$ cat config.mk
export PLATFORM = sky130hd
export DESIGN_NAME = sonic_port_link_ctrl_flat
export DESIGN_NICKNAME = d
export VERILOG_FILES = /design/src/rtl/sonic_port_link_ctrl_if.sv /design/src/rtl/sonic_port_link_ctrl.sv /design/src/flat_wrapper.sv
export SDC_FILE = /design/constraint.sdc
export NUM_CORES = 1
export LEC_CHECK = 0
export ABC_AREA = 0
export BUFFER_PORTS_ARGS = -buffer_cell sky130_fd_sc_hd__buf_2
export CORE_MARGIN = 2
export CORE_UTILIZATION = 30
export CTS_BUF_LIST = sky130_fd_sc_hd__clkbuf_8
export CTS_CLUSTER_DIAMETER = 30
export DETAILED_ROUTE_END_ITERATION = 8
export MAX_ROUTING_LAYER = met4
export PLACE_DENSITY = 0.42
export SYNTH_ARGS = -nofsm -noshare
export SYNTH_HDL_FRONTEND = slang
export SYNTH_SLANG_ARGS = --single-unit
$ cat constraint.sdc
create_clock -name clk_in -period 5.18 [get_ports clk_in]
set_clock_uncertainty 0.2 [all_clocks]
set_input_delay 1.036 -clock clk_in [delete_from_list [all_inputs] [get_ports clk_in]]
set_output_delay 1.036 -clock clk_in [all_outputs]
set_load 0.01 [all_outputs]
$ cat src/rtl/sonic_port_link_ctrl_if.sv
// -----------------------------------------------------------------------------
// sonic_port_link_ctrl_if
//   Bundles the status inputs and control outputs of the SoNIC port link
//   sequencer. Clock and reset stay as plain ports on the sequencer.
//
//   Status towards the sequencer (driven by the master side):
//     xcvr_tx_ready, xcvr_rx_ready  transceiver ready flags, asynchronous
//     lock                          blocksync lock, clk_in domain
//     sw_enable                     level, 0 forces IDLE
//     sw_restart                    pulse, leaves FAULT
//     sw_bypass_req                 level, requested clocksync bypass
//     sw_loopback_req               level, requested encoder->decoder loopback
//   Controls from the sequencer (driven by the slave side):
//     ctrl_disable, ctrl_clear, ctrl_bypass  clocksync controls
//     endec_loopback                         encoder/decoder loopback select
//     link_up, fault                         status flags
//     state[2:0], retry_cnt[3:0]             CSR read-back
// -----------------------------------------------------------------------------
interface sonic_port_link_ctrl_if;
    logic       xcvr_tx_ready;
    logic       xcvr_rx_ready;
    logic       lock;
    logic       sw_enable;
    logic       sw_restart;
    logic       sw_bypass_req;
    logic       sw_loopback_req;
    logic       ctrl_disable;
    logic       ctrl_clear;
    logic       ctrl_bypass;
    logic       endec_loopback;
    logic       link_up;
    logic       fault;
    logic [2:0] state;
    logic [3:0] retry_cnt;

    modport master (
        output xcvr_tx_ready, xcvr_rx_ready, lock,
        output sw_enable, sw_restart, sw_bypass_req, sw_loopback_req,
        input  ctrl_disable, ctrl_clear, ctrl_bypass, endec_loopback,
        input  link_up, fault, state, retry_cnt
    );

    modport slave (
        input  xcvr_tx_ready, xcvr_rx_ready, lock,
        input  sw_enable, sw_restart, sw_bypass_req, sw_loopback_req,
        output ctrl_disable, ctrl_clear, ctrl_bypass, endec_loopback,
        output link_up, fault, state, retry_cnt
    );
endinterface

$ cat src/rtl/sonic_port_link_ctrl.sv
// -----------------------------------------------------------------------------
// sonic_port_link_ctrl
//   Link bring-up and recovery sequencer for one SoNIC PHY port (clk_in domain).
//   Waits for the transceivers, waits for a stable blocksync lock, pulses the
//   clocksync clear, then enables clocksync. On link loss it disables clocksync,
//   holds off and retries; after too many retries it parks in FAULT until
//   software restarts it.
//
//   Ports:
//     clk_in    port core clock
//     rst_n_in  asynchronous reset, active low
//     link      sonic_port_link_ctrl_if.slave (status in, controls out)
//
//   Every output is a flop. Output values are computed from the next state so
//   that they change on the same edge as the state register.
// -----------------------------------------------------------------------------
module sonic_port_link_ctrl #(
    parameter logic [31:0] LOCK_TIMEOUT = 32'd1000000,
    parameter logic [15:0] LOCK_STABLE  = 16'd1024,
    parameter logic [15:0] LOSS_CYCLES  = 16'd64,
    parameter logic [7:0]  CLEAR_CYCLES = 8'd16,
    parameter logic [15:0] HOLDOFF      = 16'd4096,
    parameter logic [3:0]  MAX_RETRY    = 4'd8
) (
    input  logic                  clk_in,
    input  logic                  rst_n_in,
    sonic_port_link_ctrl_if.slave link
);

    typedef enum logic [2:0] {
        ST_IDLE      = 3'd0,
        ST_WAIT_XCVR = 3'd1,
        ST_WAIT_LOCK = 3'd2,
        ST_CLEAR     = 3'd3,
        ST_SYNC      = 3'd4,
        ST_RECOVER   = 3'd5,
        ST_FAULT     = 3'd6
    } state_t;

    // ------------------------------------------------------------------
    // Transceiver ready synchronisers
    // ------------------------------------------------------------------
    logic r_tx_meta, r_tx_sync;
    logic r_rx_meta, r_rx_sync;

    // NOTE: flops are written with non-blocking assignments so every flop
    // samples the pre-edge value of every other flop.
    always_ff @(posedge clk_in or negedge rst_n_in) begin
        if (!rst_n_in) begin
            r_tx_meta <= 1'b0;
            r_tx_sync <= 1'b0;
            r_rx_meta <= 1'b0;
            r_rx_sync <= 1'b0;
        end else begin
            r_tx_meta <= link.xcvr_tx_ready;
            r_tx_sync <= r_tx_meta;
            r_rx_meta <= link.xcvr_rx_ready;
            r_rx_sync <= r_rx_meta;
        end
    end

    // ------------------------------------------------------------------
    // State, counters and registered outputs
    // ------------------------------------------------------------------
    state_t      r_state;
    state_t      w_next;
    logic [31:0] r_lock_tmr;
    logic [15:0] r_stable;
    logic [7:0]  r_clr;
    logic [15:0] r_loss;
    logic [15:0] r_hold;
    logic [3:0]  r_retry;
    logic        r_loopback;
    logic        r_ctrl_disable;
    logic        r_ctrl_clear;
    logic        r_ctrl_bypass;
    logic        r_link_up;
    logic        r_fault;

    // Saturating increments: no timer ever wraps back to a small value.
    logic [31:0] w_lock_tmr_inc;
    logic [15:0] w_stable_inc;
    logic [7:0]  w_clr_inc;
    logic [15:0] w_loss_inc;
    logic [15:0] w_hold_inc;
    logic [3:0]  w_retry_inc;

    assign w_lock_tmr_inc = (r_lock_tmr == '1) ? r_lock_tmr : r_lock_tmr + 32'd1;
    assign w_stable_inc   = (r_stable   == '1) ? r_stable   : r_stable   + 16'd1;
    assign w_clr_inc      = (r_clr      == '1) ? r_clr      : r_clr      + 8'd1;
    assign w_loss_inc     = (r_loss     == '1) ? r_loss     : r_loss     + 16'd1;
    assign w_hold_inc     = (r_hold     == '1) ? r_hold     : r_hold     + 16'd1;
    assign w_retry_inc    = (r_retry    == '1) ? r_retry    : r_retry    + 4'd1;

    // In loopback the decoder sees our own encoder, so RX readiness is moot.
    logic w_link_ok;
    logic w_xcvr_ok;

    assign w_link_ok = link.lock && (r_rx_sync || r_loopback);
    assign w_xcvr_ok = r_tx_sync && (r_rx_sync || r_loopback);

    // NOTE: w_next takes a default before the case so no path leaves it
    // unassigned, which would otherwise infer a latch.
    always_comb begin
        w_next = r_state;
        unique case (r_state)
            ST_IDLE: begin
                w_next = ST_WAIT_XCVR;
            end
            ST_WAIT_XCVR: begin
                if (w_xcvr_ok) w_next = ST_WAIT_LOCK;
            end
            ST_WAIT_LOCK: begin
                // Stable lock is checked before the timeout so it wins a tie.
                if (!r_tx_sync)
                    w_next = ST_RECOVER;
                else if (w_link_ok && (w_stable_inc >= LOCK_STABLE))
                    w_next = ST_CLEAR;
                else if (w_lock_tmr_inc >= LOCK_TIMEOUT)
                    w_next = ST_RECOVER;
            end
            ST_CLEAR: begin
                if (!r_tx_sync)
                    w_next = ST_RECOVER;
                else if (w_clr_inc >= CLEAR_CYCLES)
                    w_next = ST_SYNC;
            end
            ST_SYNC: begin
                // TX loss is fatal at once; RX/lock loss is debounced.
                if (!r_tx_sync)
                    w_next = ST_RECOVER;
                else if (!w_link_ok && (w_loss_inc >= LOSS_CYCLES))
                    w_next = ST_RECOVER;
            end
            ST_RECOVER: begin
                // r_retry already holds the incremented count taken on entry.
                if (r_retry > MAX_RETRY)
                    w_next = ST_FAULT;
                else if (w_hold_inc >= HOLDOFF)
                    w_next = ST_WAIT_XCVR;
            end
            ST_FAULT: begin
                if (link.sw_restart) w_next = ST_IDLE;
            end
            default: begin
                w_next = ST_IDLE;
            end
        endcase

        // Software disable overrides every other transition.
        if (!link.sw_enable) w_next = ST_IDLE;
    end

    // Each counter runs only while its state is held, so every entry into a
    // state starts its counter from zero.
    logic w_stay_lock, w_stay_clear, w_stay_sync, w_stay_recover;

    assign w_stay_lock    = (r_state == ST_WAIT_LOCK) && (w_next == ST_WAIT_LOCK);
    assign w_stay_clear   = (r_state == ST_CLEAR)     && (w_next == ST_CLEAR);
    assign w_stay_sync    = (r_state == ST_SYNC)      && (w_next == ST_SYNC);
    assign w_stay_recover = (r_state == ST_RECOVER)   && (w_next == ST_RECOVER);

    always_ff @(posedge clk_in or negedge rst_n_in) begin
        if (!rst_n_in) begin
            r_state        <= ST_IDLE;
            r_lock_tmr     <= '0;
            r_stable       <= '0;
            r_clr          <= '0;
            r_loss         <= '0;
            r_hold         <= '0;
            r_retry        <= '0;
            r_loopback     <= 1'b0;
            r_ctrl_disable <= 1'b1;
            r_ctrl_clear   <= 1'b0;
            r_ctrl_bypass  <= 1'b1;
            r_link_up      <= 1'b0;
            r_fault        <= 1'b0;
        end else begin
            r_state <= w_next;

            r_lock_tmr <= w_stay_lock ? w_lock_tmr_inc : '0;
            r_stable   <= (w_stay_lock && w_link_ok) ? w_stable_inc : '0;
            r_clr      <= w_stay_clear ? w_clr_inc : '0;
            r_loss     <= (w_stay_sync && !w_link_ok) ? w_loss_inc : '0;
            r_hold     <= w_stay_recover ? w_hold_inc : '0;

            if (w_next == ST_IDLE)
                r_retry <= '0;
            else if ((w_next == ST_RECOVER) && (r_state != ST_RECOVER))
                r_retry <= w_retry_inc;

            // Loopback is chosen once per bring-up and then frozen.
            if ((r_state == ST_IDLE) && (w_next == ST_WAIT_XCVR))
                r_loopback <= link.sw_loopback_req;

            r_ctrl_disable <= (w_next != ST_SYNC);
            r_ctrl_clear   <= (w_next == ST_CLEAR);
            r_ctrl_bypass  <= (w_next == ST_SYNC) ? link.sw_bypass_req : 1'b1;
            r_link_up      <= (w_next == ST_SYNC);
            r_fault        <= (w_next == ST_FAULT);
        end
    end

    assign link.ctrl_disable   = r_ctrl_disable;
    assign link.ctrl_clear     = r_ctrl_clear;
    assign link.ctrl_bypass    = r_ctrl_bypass;
    assign link.endec_loopback = r_loopback;
    assign link.link_up        = r_link_up;
    assign link.fault          = r_fault;
    assign link.state          = r_state;
    assign link.retry_cnt      = r_retry;

endmodule

$ cat src/flat_wrapper.sv
// flat-port wrapper written by rule: the top's interface ports become plain ports
module sonic_port_link_ctrl_flat 
#(
    parameter logic [31:0] LOCK_TIMEOUT = 32'd1000000,
    parameter logic [15:0] LOCK_STABLE  = 16'd1024,
    parameter logic [15:0] LOSS_CYCLES  = 16'd64,
    parameter logic [7:0]  CLEAR_CYCLES = 8'd16,
    parameter logic [15:0] HOLDOFF      = 16'd4096,
    parameter logic [3:0]  MAX_RETRY    = 4'd8
)
  (clk_in, rst_n_in, link_xcvr_tx_ready, link_xcvr_rx_ready, link_lock, link_sw_enable, link_sw_restart, link_sw_bypass_req, link_sw_loopback_req, link_ctrl_disable, link_ctrl_clear, link_ctrl_bypass, link_endec_loopback, link_link_up, link_fault, link_state, link_retry_cnt);
  sonic_port_link_ctrl_if link_i ();
  input  logic clk_in;
  input  logic rst_n_in;
  input wire logic [$bits(link_i.xcvr_tx_ready)-1:0] link_xcvr_tx_ready;
  input wire logic [$bits(link_i.xcvr_rx_ready)-1:0] link_xcvr_rx_ready;
  input wire logic [$bits(link_i.lock)-1:0] link_lock;
  input wire logic [$bits(link_i.sw_enable)-1:0] link_sw_enable;
  input wire logic [$bits(link_i.sw_restart)-1:0] link_sw_restart;
  input wire logic [$bits(link_i.sw_bypass_req)-1:0] link_sw_bypass_req;
  input wire logic [$bits(link_i.sw_loopback_req)-1:0] link_sw_loopback_req;
  output wire logic [$bits(link_i.ctrl_disable)-1:0] link_ctrl_disable;
  output wire logic [$bits(link_i.ctrl_clear)-1:0] link_ctrl_clear;
  output wire logic [$bits(link_i.ctrl_bypass)-1:0] link_ctrl_bypass;
  output wire logic [$bits(link_i.endec_loopback)-1:0] link_endec_loopback;
  output wire logic [$bits(link_i.link_up)-1:0] link_link_up;
  output wire logic [$bits(link_i.fault)-1:0] link_fault;
  output wire logic [$bits(link_i.state)-1:0] link_state;
  output wire logic [$bits(link_i.retry_cnt)-1:0] link_retry_cnt;
  assign link_i.xcvr_tx_ready = link_xcvr_tx_ready;
  assign link_i.xcvr_rx_ready = link_xcvr_rx_ready;
  assign link_i.lock = link_lock;
  assign link_i.sw_enable = link_sw_enable;
  assign link_i.sw_restart = link_sw_restart;
  assign link_i.sw_bypass_req = link_sw_bypass_req;
  assign link_i.sw_loopback_req = link_sw_loopback_req;
  assign link_ctrl_disable = link_i.ctrl_disable;
  assign link_ctrl_clear = link_i.ctrl_clear;
  assign link_ctrl_bypass = link_i.ctrl_bypass;
  assign link_endec_loopback = link_i.endec_loopback;
  assign link_link_up = link_i.link_up;
  assign link_fault = link_i.fault;
  assign link_state = link_i.state;
  assign link_retry_cnt = link_i.retry_cnt;
  sonic_port_link_ctrl #(.LOCK_TIMEOUT(LOCK_TIMEOUT), .LOCK_STABLE(LOCK_STABLE), .LOSS_CYCLES(LOSS_CYCLES), .CLEAR_CYCLES(CLEAR_CYCLES), .HOLDOFF(HOLDOFF), .MAX_RETRY(MAX_RETRY)) u_core (.clk_in(clk_in), .rst_n_in(rst_n_in), .link(link_i));
endmodule
# After elaboration in Yosys (flattened, before gate mapping)
# Index checks and enable logic that the tools add are counted.
[word_totals]
ff_bits = 105
latchBits = 0
ramBits = 0
mem_bits_ro = 0
inputBits = 9
out_inout_bits = 13
memories = 0
[op_classes]
addsub = 6
multipliers = 0
div = 0
n_lt_le_gt_ge = 6
eq_ne = 21
shift = 0
muxes = 27
bitwise = 0
reduce_logical = 18
[ops]
columns = ["cell", "n"]
rows = [
  ["two-way mux 16 bit", 6],
  ["two-way mux 32 bit", 2],
  ["adder 16 x 1 -> 16 bit (second input constant)", 3],
  ["equality test 16 bit (second input constant)", 3],
  ["two-way mux 3 bit", 12],
  ["adder 32 x 1 -> 32 bit (second input constant)", 1],
  ["equality test 32 bit (second input constant)", 1],
  ["greater-or-equal comparator 32 x 20 -> 1 bit (second input constant)", 1],
  ["one-hot mux 3 bit (7 select lines)", 1],
  ["equality test 3 bit (second input constant)", 6],
  ["greater-or-equal comparator 16 x 11 -> 1 bit (second input constant)", 1],
  ["greater-or-equal comparator 16 x 13 -> 1 bit (second input constant)", 1],
  ["greater-or-equal comparator 16 x 7 -> 1 bit (second input constant)", 1],
  ["two-way mux 8 bit", 2],
  ["equality test 3 x 2 -> 1 bit (second input constant)", 4],
  ["logical AND 1 bit", 12],
  ["two-way mux 4 bit", 3],
  ["adder 8 x 1 -> 8 bit (second input constant)", 1],
  ["equality test 8 bit (second input constant)", 1],
  ["greater-or-equal comparator 8 x 5 -> 1 bit (second input constant)", 1],
  ["equality test 3 x 1 -> 1 bit (second input constant)", 2],
  ["zero test 3 bit", 2],
  ["!= test 3 bit (second input constant)", 2],
  ["adder 4 x 1 -> 4 bit (second input constant)", 1],
  ["8 further kinds", 8],
]

# Depth between registers and ports, before layout
# Gate-level depths: netlist of run 1.
[depth]
depth_word = 12
ltp_mapped = 14

# Least setup slack after synthesis of run 1
# Ideal clock, no wire load.
[synth_path]
path_kind = "reg2reg"
startpoint = "register u_core.r_lock_tmr[0]"
endpoint = "register u_core.r_loopback, in the netlist u_core.link.endec_loopback"
setup_time_ns = 0.125
arrival_ns = 3.343
required_time_ns = 4.855
path_slack_ns = 1.512
stages_incl_launch_ff = 13
synth_period_minus_slack_ns = 3.668
path_cell_list = "dfrtp_1 > ha_1 > inv_1 > or4_1 > or2_1 > and3_1 > xnor2_1 > a2111o_1 > o21ai_1 > o211ai_2 > nand2b_1 > nor4_1 > mux2_2"
[synth_between]
elab_chain_len = 10
[synth_rtl]
columns = ["element", "line", "source"]
rows = [
  ["start, declared", "sonic_port_link_ctrl.sv:67", "logic [31:0] r_lock_tmr;"],
  ["start signal, assigned", "sonic_port_link_ctrl.sv:181", "r_lock_tmr <= w_stay_lock ? w_lock_tmr_inc : '0;"],
  ["adder 32 x 1 -> 32 bit or equality test 32 bit (tied branches)", "sonic_port_link_ctrl.sv:88", "assign w_lock_tmr_inc = (r_lock_tmr == '1) ? r_lock_tmr : r_lock_tmr + 32'd1;"],
  ["two-way mux 32 bit *", "sonic_port_link_ctrl.sv:88", ""],
  ["greater-or-equal comparator 32 x 20 -> 1 bit *", "sonic_port_link_ctrl.sv:119", "else if (w_lock_tmr_inc >= LOCK_TIMEOUT)"],
  ["two-way mux 3 bit *", "sonic_port_link_ctrl.sv:119", ""],
  ["two-way mux 3 bit *", "sonic_port_link_ctrl.sv:117", "else if (w_link_ok && (w_stable_inc >= LOCK_STABLE))"],
  ["two-way mux 3 bit *", "sonic_port_link_ctrl.sv:115", "if (!r_tx_sync)"],
  ["one-hot mux 3 bit (7 select lines) *", "sonic_port_link_ctrl.sv:106", "unique case (r_state)"],
  ["two-way mux 3 bit *", "sonic_port_link_ctrl.sv:151", "if (!link.sw_enable) w_next = ST_IDLE;"],
  ["equality test 3 x 1 -> 1 bit *", "sonic_port_link_ctrl.sv:193", "if ((r_state == ST_IDLE) && (w_next == ST_WAIT_XCVR))"],
  ["logical AND 1 bit *", "sonic_port_link_ctrl.sv:193", ""],
  ["end signal, assigned", "sonic_port_link_ctrl.sv:194", "r_loopback <= link.sw_loopback_req;"],
  ["end, declared", "sonic_port_link_ctrl.sv:73", "logic r_loopback;"],
]
# Every way passes the cells marked *; elsewhere a longest branch is shown, timed or not.
# A chain may end at the register's enable or synchronous reset.

# Worst setup path after layout of run 1
[layout_path]
startpoint = "register u_core.r_lock_tmr[0]"
endpoint = "register u_core.r_stable[5]"
[layout_between]
elab_chain_len = 12
[layout_rtl]
columns = ["element", "line", "source"]
rows = [
  ["adder 32 x 1 -> 32 bit or equality test 32 bit (tied branches)", "sonic_port_link_ctrl.sv:88", ""],
  ["two-way mux 32 bit *", "sonic_port_link_ctrl.sv:88", ""],
  ["greater-or-equal comparator 32 x 20 -> 1 bit *", "sonic_port_link_ctrl.sv:119", ""],
  ["two-way mux 3 bit *", "sonic_port_link_ctrl.sv:119", ""],
  ["two-way mux 3 bit *", "sonic_port_link_ctrl.sv:117", ""],
  ["two-way mux 3 bit *", "sonic_port_link_ctrl.sv:115", ""],
  ["one-hot mux 3 bit (7 select lines) *", "sonic_port_link_ctrl.sv:106", ""],
  ["two-way mux 3 bit *", "sonic_port_link_ctrl.sv:151", ""],
  ["equality test 3 x 2 -> 1 bit *", "sonic_port_link_ctrl.sv:158", "assign w_stay_lock = (r_state == ST_WAIT_LOCK) && (w_next == ST_WAIT_LOCK);"],
  ["logical AND 1 bit *", "sonic_port_link_ctrl.sv:158", ""],
  ["logical AND 1 bit *", "sonic_port_link_ctrl.sv:182", "r_stable <= (w_stay_lock && w_link_ok) ? w_stable_inc : '0;"],
  ["two-way mux 16 bit *", "sonic_port_link_ctrl.sv:182", ""],
  ["end signal, assigned", "sonic_port_link_ctrl.sv:182", ""],
  ["end, declared", "sonic_port_link_ctrl.sv:68", "logic [15:0] r_stable;"],
]
# Marks and branches as above.

==> results.md, run 1 <==
- Detailed Place HPWL: 8.24 mm
- Core region area: 17400 µm²
- Seq cells post-synth: 105
- Fillers: 1802
- Final core occ: 34.9%
- Cells after Synth: 537
- # IOs: 22
- Layout cell share with drive strength beyond 1: 14.1%
- First-pass GRT wire length: 19.8 mm
- Area contributors post-synth: dfrtp_1, xnor2_1, nor2_1, xor2_1, nand2_1
- Cell Pwr Density: 268 nW/µm²
- Total Routed Length: 11.7 mm
- CTS Buf Count: 9
- Register area: 2630 µm²
- Nets@finish: 606
- CTS Buffer Depth: 2
- Placement row count: 48
- Share of the synthesized area in the top cell type: 48.0%
- R2R Path End: u_core.r_stable[5]
- Die Width: 138 µm
- # setup viols final: 0
- Final min period: 4330 ps
- Pint: 1.22 mW
- CTS tree: yes
- EDFF count, synth: 0
- Reg2Reg Depth: 11
- Register area share after synthesis: 49.0%
- Setup slack, reg-to-reg: 850 ps
- Die ar.: 19000 µm²
- Die extent in y: 138 µm
- Unrepaired setup endpoints after global routing: no
- Max VDD drop: 0.218 mV
- Vias per inst: 4.85
- Measured slew at the worst slew-check pin: 948 ps
- Cell taking the most area after synthesis: dfrtp_1
- ANT nets after route: 0
- Slew HR: 36.8%
- Synth Warn #: 0
- Synthesized area: 5370 µm²
- Crit path from: u_core.r_lock_tmr[0]
- Final Slew Violations: 0
- Synthesized area per cell: 10.0 µm²
- Worst Path Arrival: 4440 ps
- IO Port Bufs: 21
- CP endpoint kind: flip-flop
- CTS Sinks: 105
- H-tree depth: 3
- CTS resizes: 0
- Placer Congestion: 0.823
- Antenna Cells: 0
- Fmax: 0.231 GHz
- Hold crit path type: flip-flop to flip-flop
- Clk_lat worst skew: 380 ps
- Vias in the first global route: 3840
- Area Growth Syn to Fin: 13.1%
- Startpoint types: flip-flop
- Vias: 3978
- Setup crit end: u_core.r_stable[5]
- Overflow after GRT: 0
- Ys async rst share: 100%
- CP required: 5290 ps
- Sum Neg Setup Slack: 0 ps
- Status: completed
- Initial antenna violation count: 0
- Psw: 0.412 mW
- Post-CTS Setup Inserts: 0
- Drt first pass iters: 4
- Final Hold Fails: 0
- Multi-input logic area: 2750 µm²
- CTS Root Cell: clkbuf_8
- Clock-pin transition on the worst setup and hold timing paths: 100 ps
- WL/cell: 14.2 µm
- Net switching fraction of the power: 25.3%
- Max-cap viol count: 0
- Synth unique cells: 69
- Most used DFF post-synth: dfrtp_1
- Largest net degree at the start of global routing: 75
- Starting Density: 30.8%
- Setup CP Type: flip-flop to flip-flop
- Static Leakage: 2.51 nW
- DRC: 0
- Clock share of power: 38.8%
- GRT Overall Usage: 13.7%
- Comb power frac: 7.3%
- DRT iter0 DRCs: 246
- Power share of the sequential group: 53.9%
- Hold_buf cts: 0
- Crit path max fanout: 21
- Final Cycle Share: 83.7%
- R2r startpoint: u_core.r_lock_tmr[0]
metrics by stage:
step	setup slack (ps)	hold WS [ps]	cell area, µm²	instances	power (mW)
floorplan	1510	131	5500	572	0.961
global placement	850	135	5830	804	1.02
detailed placement	798	136	5830	804	1.02
CTS	773	162	6080	820	1.67
global route	473	170	6080	820	1.72
finish	846	157	6080	820	1.63
critical path: stages, from the launching register on:
cell       delay (ps)
dfrtp_1           400
ha_1              250
inv_1             120
or4_1             600
or2_1             270
and3_1            240
xor2_1            170
a2111oi_1         530
nor2_1            130
or4_4             690
or2_1             470
a21oi_2           190
power groups by stage:
stage	clock, mW	sequential (mW)	combinational [mW]
after floorplan	0	0.885	0.0760
after global placement	0	0.895	0.122
after detailed placement	0	0.895	0.123
after CTS	0.665	0.879	0.123
after global routing	0.698	0.884	0.136
final	0.632	0.879	0.120
registers in the layout, indices dropped and copies added (netlist names):
register	flops
u_core.link.ctrl_bypass	1
u_core.link.ctrl_clear	1
u_core.link.ctrl_disable	1
u_core.link.endec_loopback	1
u_core.link.fault	1
u_core.link.link_up	1
u_core.link.retry_cnt	4
u_core.link.state	3
u_core.r_clr	8
u_core.r_hold	16
u_core.r_lock_tmr	32
u_core.r_loss	16
u_core.r_rx_meta	1
u_core.r_rx_sync	1
u_core.r_stable	16
u_core.r_tx_meta	1
u_core.r_tx_sync	1
cells by family (layout without fill, tap and decap cells):
group	count (synthesis)	in the layout	share of synthesized area (%)
AO/OA/AOI/OAI	83	83	11.0
XOR/XNOR	50	50	8.15
adder cells (fa/ha/maj)	7	7	1.63
buffers and inverters	28	51	2.35
flip-flops	105	105	49.0
multiplexers	15	15	2.89
other	1	36	0.0698
AND/OR/NAND/NOR	248	248	25.0
how the worst min path moves through the flow:
| stage | slack (ps) | cells after the start | start | endpoint |
|---|---|---|---|---|
| floorplan | 130 | 0 | u_core.r_rx_meta | u_core.r_rx_sync |
| global placement | 130 | 0 | u_core.r_rx_meta | u_core.r_rx_sync |
| detailed placement | 140 | 0 | u_core.r_tx_meta | u_core.r_tx_sync |
| global route | 170 | 0 | u_core.r_tx_meta | u_core.r_tx_sync |
| finish | 160 | 0 | u_core.r_tx_meta | u_core.r_tx_sync |
| CTS | 160 | 0 | u_core.r_tx_meta | u_core.r_tx_sync |
synth_stat cells, types with 10 or more instances:
cell       n
dfrtp_1  103
nor4_1    10
inv_1     11
nor2_1    62
a21oi_1   20
xor2_1    22
mux2i_1   11
and3_1    10
nand2_1   43
o21ai_0   15
nand4_1   20
nor3_1    16
nand3_1   27
xnor2_1   28
layout make-up:
cell class                      instances  share of cell area [%]
Multi-Input combinational cell        439                    45.2
Timing Repair Buffer                   24                    2.14
Tap cell                              225                    4.63
Inverter                               11                   0.680
Sequential cell                       105                    43.3
Clock buffer                            9                    2.04
Clock inverter                          7                    2.04
placed cells by master, fill, tap and decap left out, types with 3 or more instances in the layout:
cell,n
nand2b_1,4
inv_1,11
xnor2_1,28
and2_1,4
xor2_1,22
buf_4,4
or4_4,3
or2_2,7
o21ai_0,15
mux2i_1,11
clkbuf_8,9
or4_1,3
nand3_1,27
a31oi_1,5
conb_1,36
nor2_1,62
bufinv_16,3
a31o_2,3
nor3_1,16
and4_1,5
ha_1,7
nand2_1,43
a21oi_1,20
and3_1,10
nand3b_1,4
buf_2,20
nor4_1,10
nand4_1,20
a211oi_1,7
mux2_2,4
nor3b_1,6
nor2b_1,6
a21bo_2,3
a21oi_2,7
dfrtp_1,103
layer usage:
metal	vias to the layer above	global-route usage [%]	wire, µm
li1	1992	-	-
met1	1949	18.5	5790
met2	32	20.9	5530
met3	5	2.91	259
met4	0	3.91	91
met5	-	-	0
Note: power is estimated with default switching activity, not from simulation.
==> run 2: changes to the inputs <==
Settings changed: PLACE_DENSITY 0.42 to 0.43.
Clock period 5.18 ns to 3.95 ns, I/O delays scaled along.
==> results.md, run 2 (synthesis gave the netlist of run 1 again) <==
- GRT Overall Usage: 13.9% (was 13.7%)
- Post-CTS Setup Inserts: 0 (unchanged)
- Placed inst area: 6040 µm² (was 5830 µm²)
- Worst Path Arrival: 3850 ps (was 4440 ps)
- Final WS setup: 175 ps (was 846 ps)
- Area Growth Syn to Fin: 17.7% (was 13.1%)
- Max-cap viol count: 0 (unchanged)
- Largest stage delay, worst path: 550 ps (was 690 ps)
- Placement row count: 48 (unchanged)
- Setup slack, reg-to-reg: 180 ps (was 850 ps)
- Total Routed Length: 11.6 mm (was 11.7 mm)
- CTS Buffer Depth: 2 (unchanged)
- # IOs: 22 (unchanged)
- Die extent in y: 138 µm (unchanged)
- Setup CP Type: flip-flop to flip-flop (unchanged)
- Commonest non-fill, non-tap cells in the layout: dfrtp_1, nor2_1, nand2_1 (unchanged)
- Startpoint types: flip-flop (unchanged)
- H-tree depth: 3 (unchanged)
- Core region area: 17400 µm² (unchanged)
- CTS Root Cell: clkbuf_8 (unchanged)
- Clk_lat worst skew: 380 ps (about the same)
- First-pass GRT wire length: 20.0 mm (was 19.8 mm)
- Biggest register: u_core.r_lock_tmr (unchanged)
- Vias per inst: 4.74 (was 4.85)
- Slew HR: 49.2% (was 36.8%)
- Fillers: 1791 (was 1802)
- Die ar.: 19000 µm² (unchanged)
- Post-Place Worst Slack: 4.39 ps (was 798 ps)
- Starting Density: 30.8% (unchanged)
- Static Leakage: 2.64 nW (was 2.51 nW)
- Detailed Place HPWL: 8.45 mm (was 8.24 mm)
- Final Hold Fails: 0 (unchanged)
- DRT iter0 DRCs: 202 (was 246)
- DRC: 0 (unchanged)
- Antenna Cells: 0 (unchanged)
- IO Port Bufs: 21 (unchanged)
- R2R Path End: u_core.link.endec_loopback (was u_core.r_stable[5])
- Crit path max fanout: 5 (was 21)
- CP required: 4020 ps (was 5290 ps)
- Reg2Reg Depth: 12 (was 11)
- Die Width: 138 µm (unchanged)
- Measured slew at the worst slew-check pin: 762 ps (was 948 ps)
- Vias in the first global route: 4041 (was 3840)
- Crit path from: u_core.r_lock_tmr[1] (was u_core.r_lock_tmr[0])
- Design area: 6320 µm² (was 6080 µm²)
- ANT nets after route: 0 (unchanged)
- Max VDD drop: 0.194 mV (was 0.218 mV)
- Clock-pin transition on the worst setup and hold timing paths: 100 ps (about the same)
- # setup viols final: 0 (unchanged)
- CP endpoint kind: flip-flop (unchanged)
- R2r startpoint: u_core.r_lock_tmr[1] (was u_core.r_lock_tmr[0])
- Fmax: 0.265 GHz (was 0.231 GHz)
- Commonest non-fill, non-tap cell in the layout: dfrtp_1 (unchanged)
- Final Cycle Share: 95.6% (was 83.7%)
- Largest net degree at the start of global routing: 59 (was 75)
- Slowest CP cell: or4_1 (was or4_4)
- Nets@finish: 633 (was 606)
- Overflow after GRT: 0 (unchanged)
- Setup crit end: u_core.link.endec_loopback (was u_core.r_stable[5])
- CTS tree: yes (unchanged)
- Unrepaired setup endpoints after global routing: yes (was no)
- Status: completed (unchanged)
- Hold_buf cts: 0 (unchanged)
- Max reg flops: 32 (unchanged)
- Final Slew Violations: 0 (unchanged)
- Final core occ: 36.3% (was 34.9%)
- CTS Buf Count: 9 (unchanged)
- Sum Neg Setup Slack: 0 ps (unchanged)
- CTS Sinks: 105 (unchanged)
- Placer Congestion: 0.795 (was 0.823)
- Hold crit path type: flip-flop to flip-flop (unchanged)
- Final min period: 3770 ps (was 4330 ps)
- Vias: 4011 (was 3978)
- Layout cell share with drive strength beyond 1: 20.3% (was 14.1%)
- Drt first pass iters: 4 (unchanged)
- Tot Pwr: 2.02 mW (was 1.63 mW)
- Cell Pwr Density: 320 nW/µm² (was 268 nW/µm²)
- Initial antenna violation count: 0 (unchanged)
- WL/cell: 13.7 µm (was 14.2 µm)
- Crit path cell chain: ha_2 -> inv_1 -> or4_1 -> or2_1 -> and3_1 -> xnor2_1 -> a2111o_1 -> o21ai_2 -> o211ai_2 -> nand2b_1 -> nor4_2 -> mux2_2 (was ha_1 -> inv_1 -> or4_1 -> or2_1 -> and3_1 -> xor2_1 -> a2111oi_1 -> nor2_1 -> or4_4 -> or2_1 -> a21oi_2)
-- run 2: changes by cell type in the layout (fill, tap and decap cells not counted), moves of 2 or more --
cell | before | now
buf_4 | 4 | 29
a211oi_1 | 7 | 5
a211oi_2 | 0 | 2
bufinv_16 | 3 | 1
nor3b_1 | 6 | 4
nor3b_2 | 0 | 2
nor4_1 | 10 | 8
-- run 2: final cells by class --
type | instances | area (µm²) | share of cell area, %
Tap cell | 225 | 282 | 4.45
Clock inverter | 6 | 72.6 | 1.15
Sequential cell | 105 | 2630 | 41.6
Clock buffer | 9 | 124 | 1.96
Inverter | 11 | 41.3 | 0.653
Multi-Input combinational cell | 439 | 2820 | 44.6
Timing Repair Buffer | 51 | 349 | 5.52
-- run 2: metrics by stage --
step / hold WS (ps) / std cells
floorplan: 131 / 572
global placement: 136 / 831
detailed placement: 137 / 831
CTS: 163 / 846
global route: 176 / 846
finish: 160 / 846
-- run 2: how the worst min path moves through the flow --
stage | start | end | slack [ps] | cells past startpoint
after floorplan | u_core.r_rx_meta | u_core.r_rx_sync | 130 | 0
after global placement | u_core.r_tx_meta | u_core.r_tx_sync | 140 | 0
after detailed placement | u_core.r_tx_meta | u_core.r_tx_sync | 140 | 0
after CTS | u_core.r_tx_meta | u_core.r_tx_sync | 160 | 0
after global routing | u_core.r_tx_meta | u_core.r_tx_sync | 180 | 0
final | u_core.r_tx_meta | u_core.r_tx_sync | 160 | 0
-- run 2: per-layer routing --
layer  share of wire [%]  global-route usage (%)  wire length, µm  up-vias
met2                  45                    21.0             5200       55
li1                    -                       -                -     2038
met3                 3.0                    2.94              343       19
met1                  50                    18.5             5810     1899
met4                 2.1                    4.99              248        0
met5                   0                       -                0        -
-- run 2: what timing repair did --
item	in CTS	in global routing
pin swaps	0	0
gates resized for setup	2	18
hold endpoints to repair	0	0
setup endpoints to repair	6	47
-- run 2: power by group --
part	total, mW	switching [mW]	internal, mW
Combinational	0.184	0.104	0.0802
Clock	0.686	0.386	0.300
Sequential	1.15	0.0421	1.11
Total	2.02	0.532	1.49
-- run 2: critical path: cells and delay by family (launching register included) --
kind / cells / cell delay [ps]
multiplexers: 1 / 360
flip-flops: 1 / 380
AO/OA/AOI/OAI: 3 / 810
XOR/XNOR: 1 / 150
adder cells (fa/ha/maj): 1 / 220
buffers and inverters: 1 / 100
AND/OR/NAND/NOR: 5 / 1450
